### config.mk
export PLATFORM = sky130hd
export DESIGN_NAME = cr_tlvp2_axis_egress
export DESIGN_NICKNAME = d
export VERILOG_FILES = /design/src/rtl/cr_tlvp2_axis_egress.sv
export SDC_FILE = /design/constraint.sdc
export NUM_CORES = 1
export LEC_CHECK = 0
export BUFFER_PORTS_ARGS = -buffer_cell sky130_fd_sc_hd__buf_2
export CAP_MARGIN = 20
export CORE_ASPECT_RATIO = 0.9
export CORE_MARGIN = 2
export CORE_UTILIZATION = 56
export CTS_BUF_LIST = sky130_fd_sc_hd__clkbuf_2 sky130_fd_sc_hd__clkbuf_4 sky130_fd_sc_hd__clkbuf_8
export CTS_CLUSTER_DIAMETER = 120
export DETAILED_ROUTE_END_ITERATION = 10
export PLACE_DENSITY = 0.82
export SLEW_MARGIN = 20
export SYNTH_ARGS = -nofsm -noshare
export SYNTH_HDL_FRONTEND = slang
export SYNTH_SLANG_ARGS = --single-unit
### constraint.sdc
create_clock -name clk -period 7.96 [get_ports clk]
set_input_delay 0.796 -clock clk [delete_from_list [all_inputs] [get_ports clk]]
set_output_delay 0.796 -clock clk [all_outputs]
set_load 0.01 [all_outputs]
### src/rtl/cr_tlvp2_axis_egress.sv
// AXI4-Stream egress for the TLV reassembly output FIFO: a 2-entry registered skid buffer,
// frame-boundary hold for drain/quiesce, and beat/frame statistics.
module cr_tlvp2_axis_egress #(
    parameter int unsigned DATA_W = 64,
    parameter int unsigned STRB_W = 8,
    parameter int unsigned USER_W = 2,
    parameter int unsigned ID_W   = 1,
    parameter int unsigned CNT_W  = 32
) (
    input  logic              clk,
    input  logic              rst,
    input  logic              src_empty,
    output logic              src_rd,
    input  logic [DATA_W-1:0] src_tdata,
    input  logic [STRB_W-1:0] src_tstrb,
    input  logic [USER_W-1:0] src_tuser,
    input  logic [ID_W-1:0]   src_tid,
    input  logic              src_tlast,
    output logic              m_tvalid,
    input  logic              m_tready,
    output logic [DATA_W-1:0] m_tdata,
    output logic [STRB_W-1:0] m_tstrb,
    output logic [USER_W-1:0] m_tuser,
    output logic [ID_W-1:0]   m_tid,
    output logic              m_tlast,
    input  logic              cfg_hold,
    output logic              hold_ack,
    input  logic              stat_clr,
    output logic [CNT_W-1:0]  stat_beats,
    output logic [CNT_W-1:0]  stat_frames
);

    localparam int unsigned BEAT_W = DATA_W + STRB_W + USER_W + ID_W + 1;

    typedef enum logic [1:0] {StIdle, StFrame, StHeld} state_e;

    state_e              state_q, state_d;
    logic [1:0]          cnt_q, cnt_d;
    logic [BEAT_W-1:0]   head_q, head_d, skid_q, skid_d, src_beat;
    logic                hold_ack_q, hold_ack_d;
    logic [CNT_W-1:0]    beats_q, beats_d, frames_q, frames_d;
    logic                push, pop;

    assign src_beat = {src_tdata, src_tstrb, src_tuser, src_tid, src_tlast};
    assign {m_tdata, m_tstrb, m_tuser, m_tid, m_tlast} = head_q;
    assign m_tvalid    = (cnt_q != 2'd0);
    assign push        = src_rd;
    assign pop         = m_tvalid & m_tready;
    assign hold_ack    = hold_ack_q;
    assign stat_beats  = beats_q;
    assign stat_frames = frames_q;

    always_ff @(posedge clk or posedge rst) begin
        if (rst) begin
            state_q <= StIdle;
        end else begin
            state_q <= state_d;
        end
    end

    // The FSM follows popped beats, so a hold only lands once the source side is between frames.
    always_comb begin
        state_d = state_q;
        unique case (state_q)
            StIdle: begin
                if (push) begin
                    state_d = src_tlast ? StIdle : StFrame;
                end else if (cfg_hold) begin
                    state_d = StHeld;
                end
            end
            StFrame: begin
                if (push && src_tlast) begin
                    state_d = StIdle;
                end
            end
            StHeld: begin
                if (!cfg_hold) begin
                    state_d = StIdle;
                end
            end
            default: state_d = StIdle;
        endcase
    end

    always_comb begin
        src_rd = !rst && !src_empty && (cnt_q != 2'd2) && (state_q != StHeld)
                 && !((state_q == StIdle) && cfg_hold);
    end

    // Head always drives m_*; the skid entry only fills when the head is stalled.
    always_comb begin
        head_d = head_q;
        skid_d = skid_q;
        cnt_d  = cnt_q;
        if (pop && (cnt_q == 2'd2)) begin
            head_d = skid_q;
        end else if (push && ((cnt_q == 2'd0) || pop)) begin
            head_d = src_beat;
        end
        if (push && !pop && (cnt_q == 2'd1)) begin
            skid_d = src_beat;
        end
        unique case ({push, pop})
            2'b10:   cnt_d = cnt_q + 2'd1;
            2'b01:   cnt_d = cnt_q - 2'd1;
            default: cnt_d = cnt_q;
        endcase
    end

    always_comb begin
        hold_ack_d = (state_q == StHeld) && (cnt_q == 2'd0);
        beats_d    = beats_q;
        frames_d   = frames_q;
        if (stat_clr) begin
            beats_d  = '0;
            frames_d = '0;
        end else if (pop) begin
            beats_d = beats_q + CNT_W'(1);
            if (m_tlast) begin
                frames_d = frames_q + CNT_W'(1);
            end
        end
    end

    always_ff @(posedge clk or posedge rst) begin
        if (rst) begin
            cnt_q      <= 2'd0;
            head_q     <= '0;
            skid_q     <= '0;
            hold_ack_q <= 1'b0;
            beats_q    <= '0;
            frames_q   <= '0;
        end else begin
            cnt_q      <= cnt_d;
            head_q     <= head_d;
            skid_q     <= skid_d;
            hold_ack_q <= hold_ack_d;
            beats_q    <= beats_d;
            frames_q   <= frames_d;
        end
    end

endmodule

==> impl_metrics.py, run 1 <==
metrics = {
    "synth": {
        "ys_seq_area_frac": 0.5605,
        "synth_area_per_cell_um2": 11.45,
        "syn-num-nets": 951,
        "synth_area_mm2": 0.009867,
        "ys_ff_latch": 221,
        "syn_inst": 862,
        "synth_compound_area_frac": 0.05973,
        "postSynth.asyncResetShare": 1.000,
        "synthAdderAreaFrac": 0.008876,
        "synth_ff_type": "dfrtp_1",
        "synth_top_family_by_area": "multiplexers",
        "yosys.area_share.simple": 0.1340,
        "muxShareOfSynthArea": 0.1670,
        "synth_xor_area_frac": 0.04349,
        "ys_warn_count": 0,
        "synth_edf_count": 0,
        "ys_types": 43,
    },
    "layout": {
        "final_nets": 1174,
        "insertedDiodeCount": 0,
        "fin_area_mm2": 0.01187,
        "area_growth_pct": 20.25,
        "drive_gt1_frac": 0.3466,
    },
    "global_routing": {
        "track_usage": 0.2322,
        "grt_pass1_wl_um": 34980,
        "grt_pass1_vias": 7059,
        "grt_max_degree": 137,
        "grt_overflow": 0,
        "antenna_found_initial": 3,
    },
    "detailed_routing": {
        "drc": 0,
        "first_pass_iters": 4,
        "vias": 7215,
        "drtAntennaViolNets": 0,
        "wl_per_cell_um": 16.26,
        "drt-vias-per-instance": 5.364,
        "drt_iter0_markers": 330,
        "drt-total-wl_um": 21870,
    },
    "clocking": {
        "clockRootBuffer": "clkbuf_8",
        "clk_pin_slew_ns": 0.06,
        "cts_buffer_depth": 3,
        "cts_buffers": 36,
        "h-tree-depth": 2,
        "cts_resized": 0,
        "cts_tree": "yes",
        "cts_hold_buf": 0,
        "clk_latency_ns": 0.52,
        "clock_sinks": 221,
        "cts_setup_buffers": 0,
    },
    "critical_path": {
        "crit_fanout": 76,
        "start_kind": "flop",
        "crit_type": "flop to flop",
        "rr_worst_depth": 7,
        "reg2reg_to": "skid_q[5]$_DFFE_PP0P_",
        "cp_data_required_time_ns": 8.36,
        "arrival_ns": 3.35,
        "reg2reg_slack_ns": 5.01,
        "cp-startpoint": "cnt_q[0]$_DFFE_PP0P_",
        "end_kind": "flop",
        "r2r_start": "cnt_q[0]$_DFFE_PP0P_",
    },
    "place": {
        "dpl_cell_area_mm2": 0.01114,
        "hpwlAfterDp_um": 14230,
        "routabilityCongestion": 0.8211,
        "dp_slack_ns": 4.778,
        "portBuffers": 224,
    },
    "floorplan": {
        "core_area_mm2": 0.01744,
        "die_area_mm2": 0.01870,
        "dieHeight_um": 129.9,
        "rows": 46,
        "fp.dieW_um": 143.9,
        "initial_utilization": 0.5658,
        "ios": 225,
    },
    "timing": {
        "post-route-period-util": 0.3705,
        "max_freq_mhz": 339.1,
        "finalWorstSetupSlack_ns": 5.011,
        "clock_skew_ns": 0.01529,
        "finalCriticalPeriod_ns": 2.949,
        "slew_headroom": 0.2810,
        "drv_slew": 0,
        "setup_viol": 0,
        "finalSetupTns_ns": 0,
        "rsz0062_at_grt": "false",
        "hold_viol": 0,
        "worst_pin_slew_ns": 1.078,
    },
    "outcome": {
        "status": "finished, final reports clean",
    },
    "pwr": {
        "power_density_mw_per_mm2": 317.3,
        "irDropWorstVdd_uv": 248.7,
        "p_leak_uw": 0.006053,
    },
    "min_path": {
        "min_delay_worst_endpoint": "state_q[0]$_DFFE_PP0P_",
        "hp-class": "flop to flop",
        "hold_depth": 1,
        "hold_start": "state_q[1]$_DFFE_PP0P_",
    },
    "run": {
        "maxCapViolCount": 0,
    },
}
[cell usage after synthesis, types with 2 or more instances]
master	count	share of area
clkbuf_1	15	0.0057
nand3_1	17	0.0086
xor2_1	16	0.014
nand3_2	2	0.0020
nand4_1	17	0.011
a21oi_1	91	0.046
nor2_1	132	0.050
inv_1	13	0.0049
o21ai_0	15	0.0076
dfrtp_1	221	0.56
or3_1	14	0.0089
nor3b_1	2	0.0015
buf_4	3	0.0023
xnor2_1	33	0.029
nor4b_2	2	0.0030
nor3_1	17	0.0086
ha_1	7	0.0089
nor4_2	3	0.0038
and3_1	7	0.0044
nor2b_1	2	0.0013
nand4_4	2	0.0043
and2_1	4	0.0025
mux2i_1	78	0.079
nand2_1	24	0.0091
mux2_2	76	0.087
nor3_2	2	0.0020
and4_1	8	0.0071
buf_2	22	0.011
buf_1	3	0.0011
[through the flow]
step | hold WS (ns) | power, uW | std cells | utilization
floorplan | 0.4189 | 2403 | 862 | -
global placement | 0.4356 | 2738 | 1287 | 0.6390
detailed placement | 0.4418 | 2799 | 1287 | 0.6390
CTS | 0.4525 | 3804 | 1345 | 0.6802
global route | 0.4814 | 4001 | 1345 | 0.6804
finish | 0.4456 | 3765 | 1345 | 0.6804
[power breakdown]
part / leakage [uW] / internal (uW) / switching, uW
clock network: 0.000374 / 555 / 430
logic: 0.00291 / 492 / 576
registers: 0.00277 / 1500 / 210
[cells in the final DEF, fill, tap and decap left out, types with 2 or more instances in the layout]
cell type	instances
nand2_4	2
nor4b_2	2
clkinvlp_4	2
mux2i_1	78
and3_1	7
nand2_1	22
nor4_2	3
buf_4	4
nand4_1	17
nor3_1	17
or3_1	14
nor3b_1	2
clkbuf_8	45
inv_1	12
nand4_4	2
and2_1	4
o21ai_0	15
clkbuf_4	11
mux2_2	76
nor2_1	132
nor2b_1	2
dfrtp_1	221
and4_1	8
nor3_2	2
nand3_1	17
xor2_1	16
nand3_2	2
buf_2	224
a21oi_1	91
ha_1	7
xnor2_1	33
[final cells by class]
class | instances | area [um^2]
Clock buffer | 56 | 701.9
Clock inverter | 2 | 15.01
Fill cell | 1371 | 5574
Inverter | 13 | 56.30
Multi-Input combinational cell | 584 | 4099
Sequential cell | 221 | 5530
Tap cell | 240 | 300.3
Timing Repair Buffer | 229 | 1162
[worst max-delay path, cell delays in order (launching register included)]
cell and delay, ns:
dfrtp_1 0.39, inv_1 0.08, ha_1 0.25, nor2b_2 0.54, inv_1 0.10, ha_1 0.23
nand2_4 0.72, mux2_2 0.43
[registers in the layout, summed over array words and instances (netlist names)]
name	cells
hold_ack	1
state_q	2
cnt_q	2
skid_q	76
stat_frames	32
stat_beats	32
head_q	76
[per-layer routing]
layer,global-route usage,vias to the layer above,wire [um]
li1,-,3457,-
met1,0.3196,3497,9609
met2,0.3574,219,10190
met3,0.07266,38,1708
met4,0.07036,4,335
met5,0,-,27
[how the worst max path moves through the flow]
stage	depth (start not counted)	to
global route	9	head_q[26]$_DFFE_PP0P_
global placement	6	skid_q[19]$_DFFE_PP0P_
finish	7	skid_q[5]$_DFFE_PP0P_
CTS	7	skid_q[18]$_DFFE_PP0P_
detailed placement	7	head_q[59]$_DFFE_PP0P_
floorplan	1	cnt_q[0]$_DFFE_PP0P_
[kinds of logic (layout without fill, tap and decap cells)]
kind of cell,Yosys count,after routing
and+or+nand+nor,261,261
DFF,221,221
AOI/OAI and AO/OA,112,112
xor gates and xnor gates,49,49
muxes,155,155
adders and majority gates,7,7
buffers and inverters,57,300
Note: power is estimated with default switching activity, not from simulation.
==> inputs of run 2 (changes only) <==
clock period = 2.8 ns   (was 7.96 ns; I/O delays follow)
==> impl_metrics.py, run 2 (synthesized netlist as in run 1, its figures left out) <==
metrics = {
    "timing": {
        "clock_skew_ns": 0.02372,
        "setup_viol": 0,
        "worst_pin_slew_ns": 0.8099,
        "finalWorstSetupSlack_ns": 0.4029,
        "finalCriticalPeriod_ns": 2.397,
        "rsz0062_at_grt": "false",
        "drv_slew": 0,
        "post-route-period-util": 0.8561,
        "max_freq_mhz": 417.2,
        "hold_viol": 0,
        "slew_headroom": 0.4590,
        "finalSetupTns_ns": 0,
        "hold_ws_ns": 0.02050,
    },
    "layout": {
        "seqCellArea_mm2": 0.005530,
        "finalNonFillerCells": 1390,
        "final_nets": 1213,
        "reg_top3": "head_q: 76 flops, skid_q: 76 flops",
        "area_growth_pct": 25.62,
        "final_common_cell": "buf_2",
        "drive_gt1_frac": 0.3438,
        "nFillCells": 1246,
        "layout_common_cells": "buf_2, dfrtp_1, nor2_1",
        "fin_area_mm2": 0.01239,
        "multi_input_area_mm2": 0.004099,
    },
    "floorplan": {
        "fp.dieW_um": 143.9,
        "ios": 225,
        "rows": 46,
        "die_area_mm2": 0.01870,
        "initial_utilization": 0.5658,
        "dieHeight_um": 129.9,
        "core_area_mm2": 0.01744,
    },
    "global_routing": {
        "grt_pass1_wl_um": 36910,
        "grt_pass1_vias": 7446,
        "antenna_found_initial": 1,
        "grt_max_degree": 83,
        "track_usage": 0.2459,
        "grt_overflow": 0,
    },
    "clocking": {
        "cts_tree": "yes",
        "clk_pin_slew_ns": 0.06,
        "clk_latency_ns": 0.51,
        "cts_setup_buffers": 0,
        "clockRootBuffer": "clkbuf_8",
        "clock_sinks": 221,
        "h-tree-depth": 2,
        "cts_buffers": 37,
        "cts_resized": 0,
        "cts_hold_buf": 32,
        "cts_buffer_depth": 3,
    },
    "min_path": {
        "hp-class": "input pin to flop",
    },
    "critical_path": {
        "crit_fanout": 32,
        "slowest_stage": "dfrtp_1",
        "crit_family": "adder cells",
        "end_kind": "flop",
        "crit_type": "flop to flop",
        "worstPathCellList": "inv_1 > ha_1 > nor3_2 > o21ai_1 > inv_1 > ha_1 > nand2_4 > buf_12 > mux2_2",
        "cp_num_buf_inv": 3,
        "start_kind": "flop",
        "cp_data_required_time_ns": 3.18,
        "arrival_ns": 2.78,
        "cp_slowest_stage_delay_ns": 0.41,
    },
    "place": {
        "portBuffers": 224,
        "dpl_cell_area_mm2": 0.01130,
        "hpwlAfterDp_um": 14890,
        "dpl.cell_count": 1293,
        "dp_slack_ns": 0.3871,
        "routabilityCongestion": 0.7933,
    },
    "detailed_routing": {
        "drt-vias-per-instance": 5.337,
        "drt_iter0_markers": 379,
        "first_pass_iters": 4,
        "wl_per_cell_um": 16.86,
        "vias": 7418,
        "drtAntennaViolNets": 0,
        "drc": 0,
        "drt-total-wl_um": 23430,
    },
    "pwr": {
        "p_leak_uw": 0.006294,
        "power_density_mw_per_mm2": 893.5,
        "irDropWorstVdd_uv": 668.2,
    },
    "run": {
        "maxCapViolCount": 0,
    },
    "outcome": {
        "status": "finished, final reports clean",
    },
}
## run 2: metrics by stage
stage,total power [uW],util
after CTS,11100,0.7106
after floorplan,6831,-
after global placement,7870,0.6479
final,11070,0.7107
after detailed placement,8051,0.6479
after global routing,11710,0.7107
## run 2: metal layers
layer,track usage,vias up,share of wire
met3,0.06752,40,0.068
li1,-,3530,-
met1,0.3247,3619,0.43
met5,0,-,0
met4,0.08016,0,0.019
met2,0.3989,229,0.49
## run 2: path summary, 6_finish.rpt
check,start,end,slack (ns),cells past startpoint
setup / recovery,cnt_q[0]$_DFFE_PP0P_,skid_q[44]$_DFFE_PP0P_,0.40,9
hold / removal,src_tstrb[7],skid_q[11]$_DFFE_PP0P_,0.02,2
setup reg to reg,cnt_q[0]$_DFFE_PP0P_,skid_q[44]$_DFFE_PP0P_,0.40,9
hold reg to reg,state_q[1]$_DFFE_PP0P_,state_q[0]$_DFFE_PP0P_,0.48,1
max in group asynchronous,rst,head_q[22]$_DFFE_PP0P_,1.45,4
min in group asynchronous,rst,head_q[34]$_DFFE_PP0P_,0.49,3
## run 2: power by group
| group | internal (uW) | switching, uW |
|---|---|---|
| clock network | 1710 | 1270 |
| registers | 4270 | 609 |
| logic | 1480 | 1730 |
## run 2: cell type report
class,count,share of cell area
sequential,221,0.4462
multi-input combinational,584,0.3307
timing repair buffer,267,0.1320
clock buffer,57,0.05724
tap,240,0.02423
clock inverter,7,0.005148
inverter,13,0.004240
antenna,1,0.0002019
## run 2: worst reg2reg max path, stage by stage (launching register included)
cell	delay, ns
dfrtp_1	0.41
inv_1	0.09
ha_1	0.25
nor3_2	0.07
o21ai_1	0.20
inv_1	0.10
ha_1	0.24
nand2_4	0.29
buf_12	0.26
mux2_2	0.37
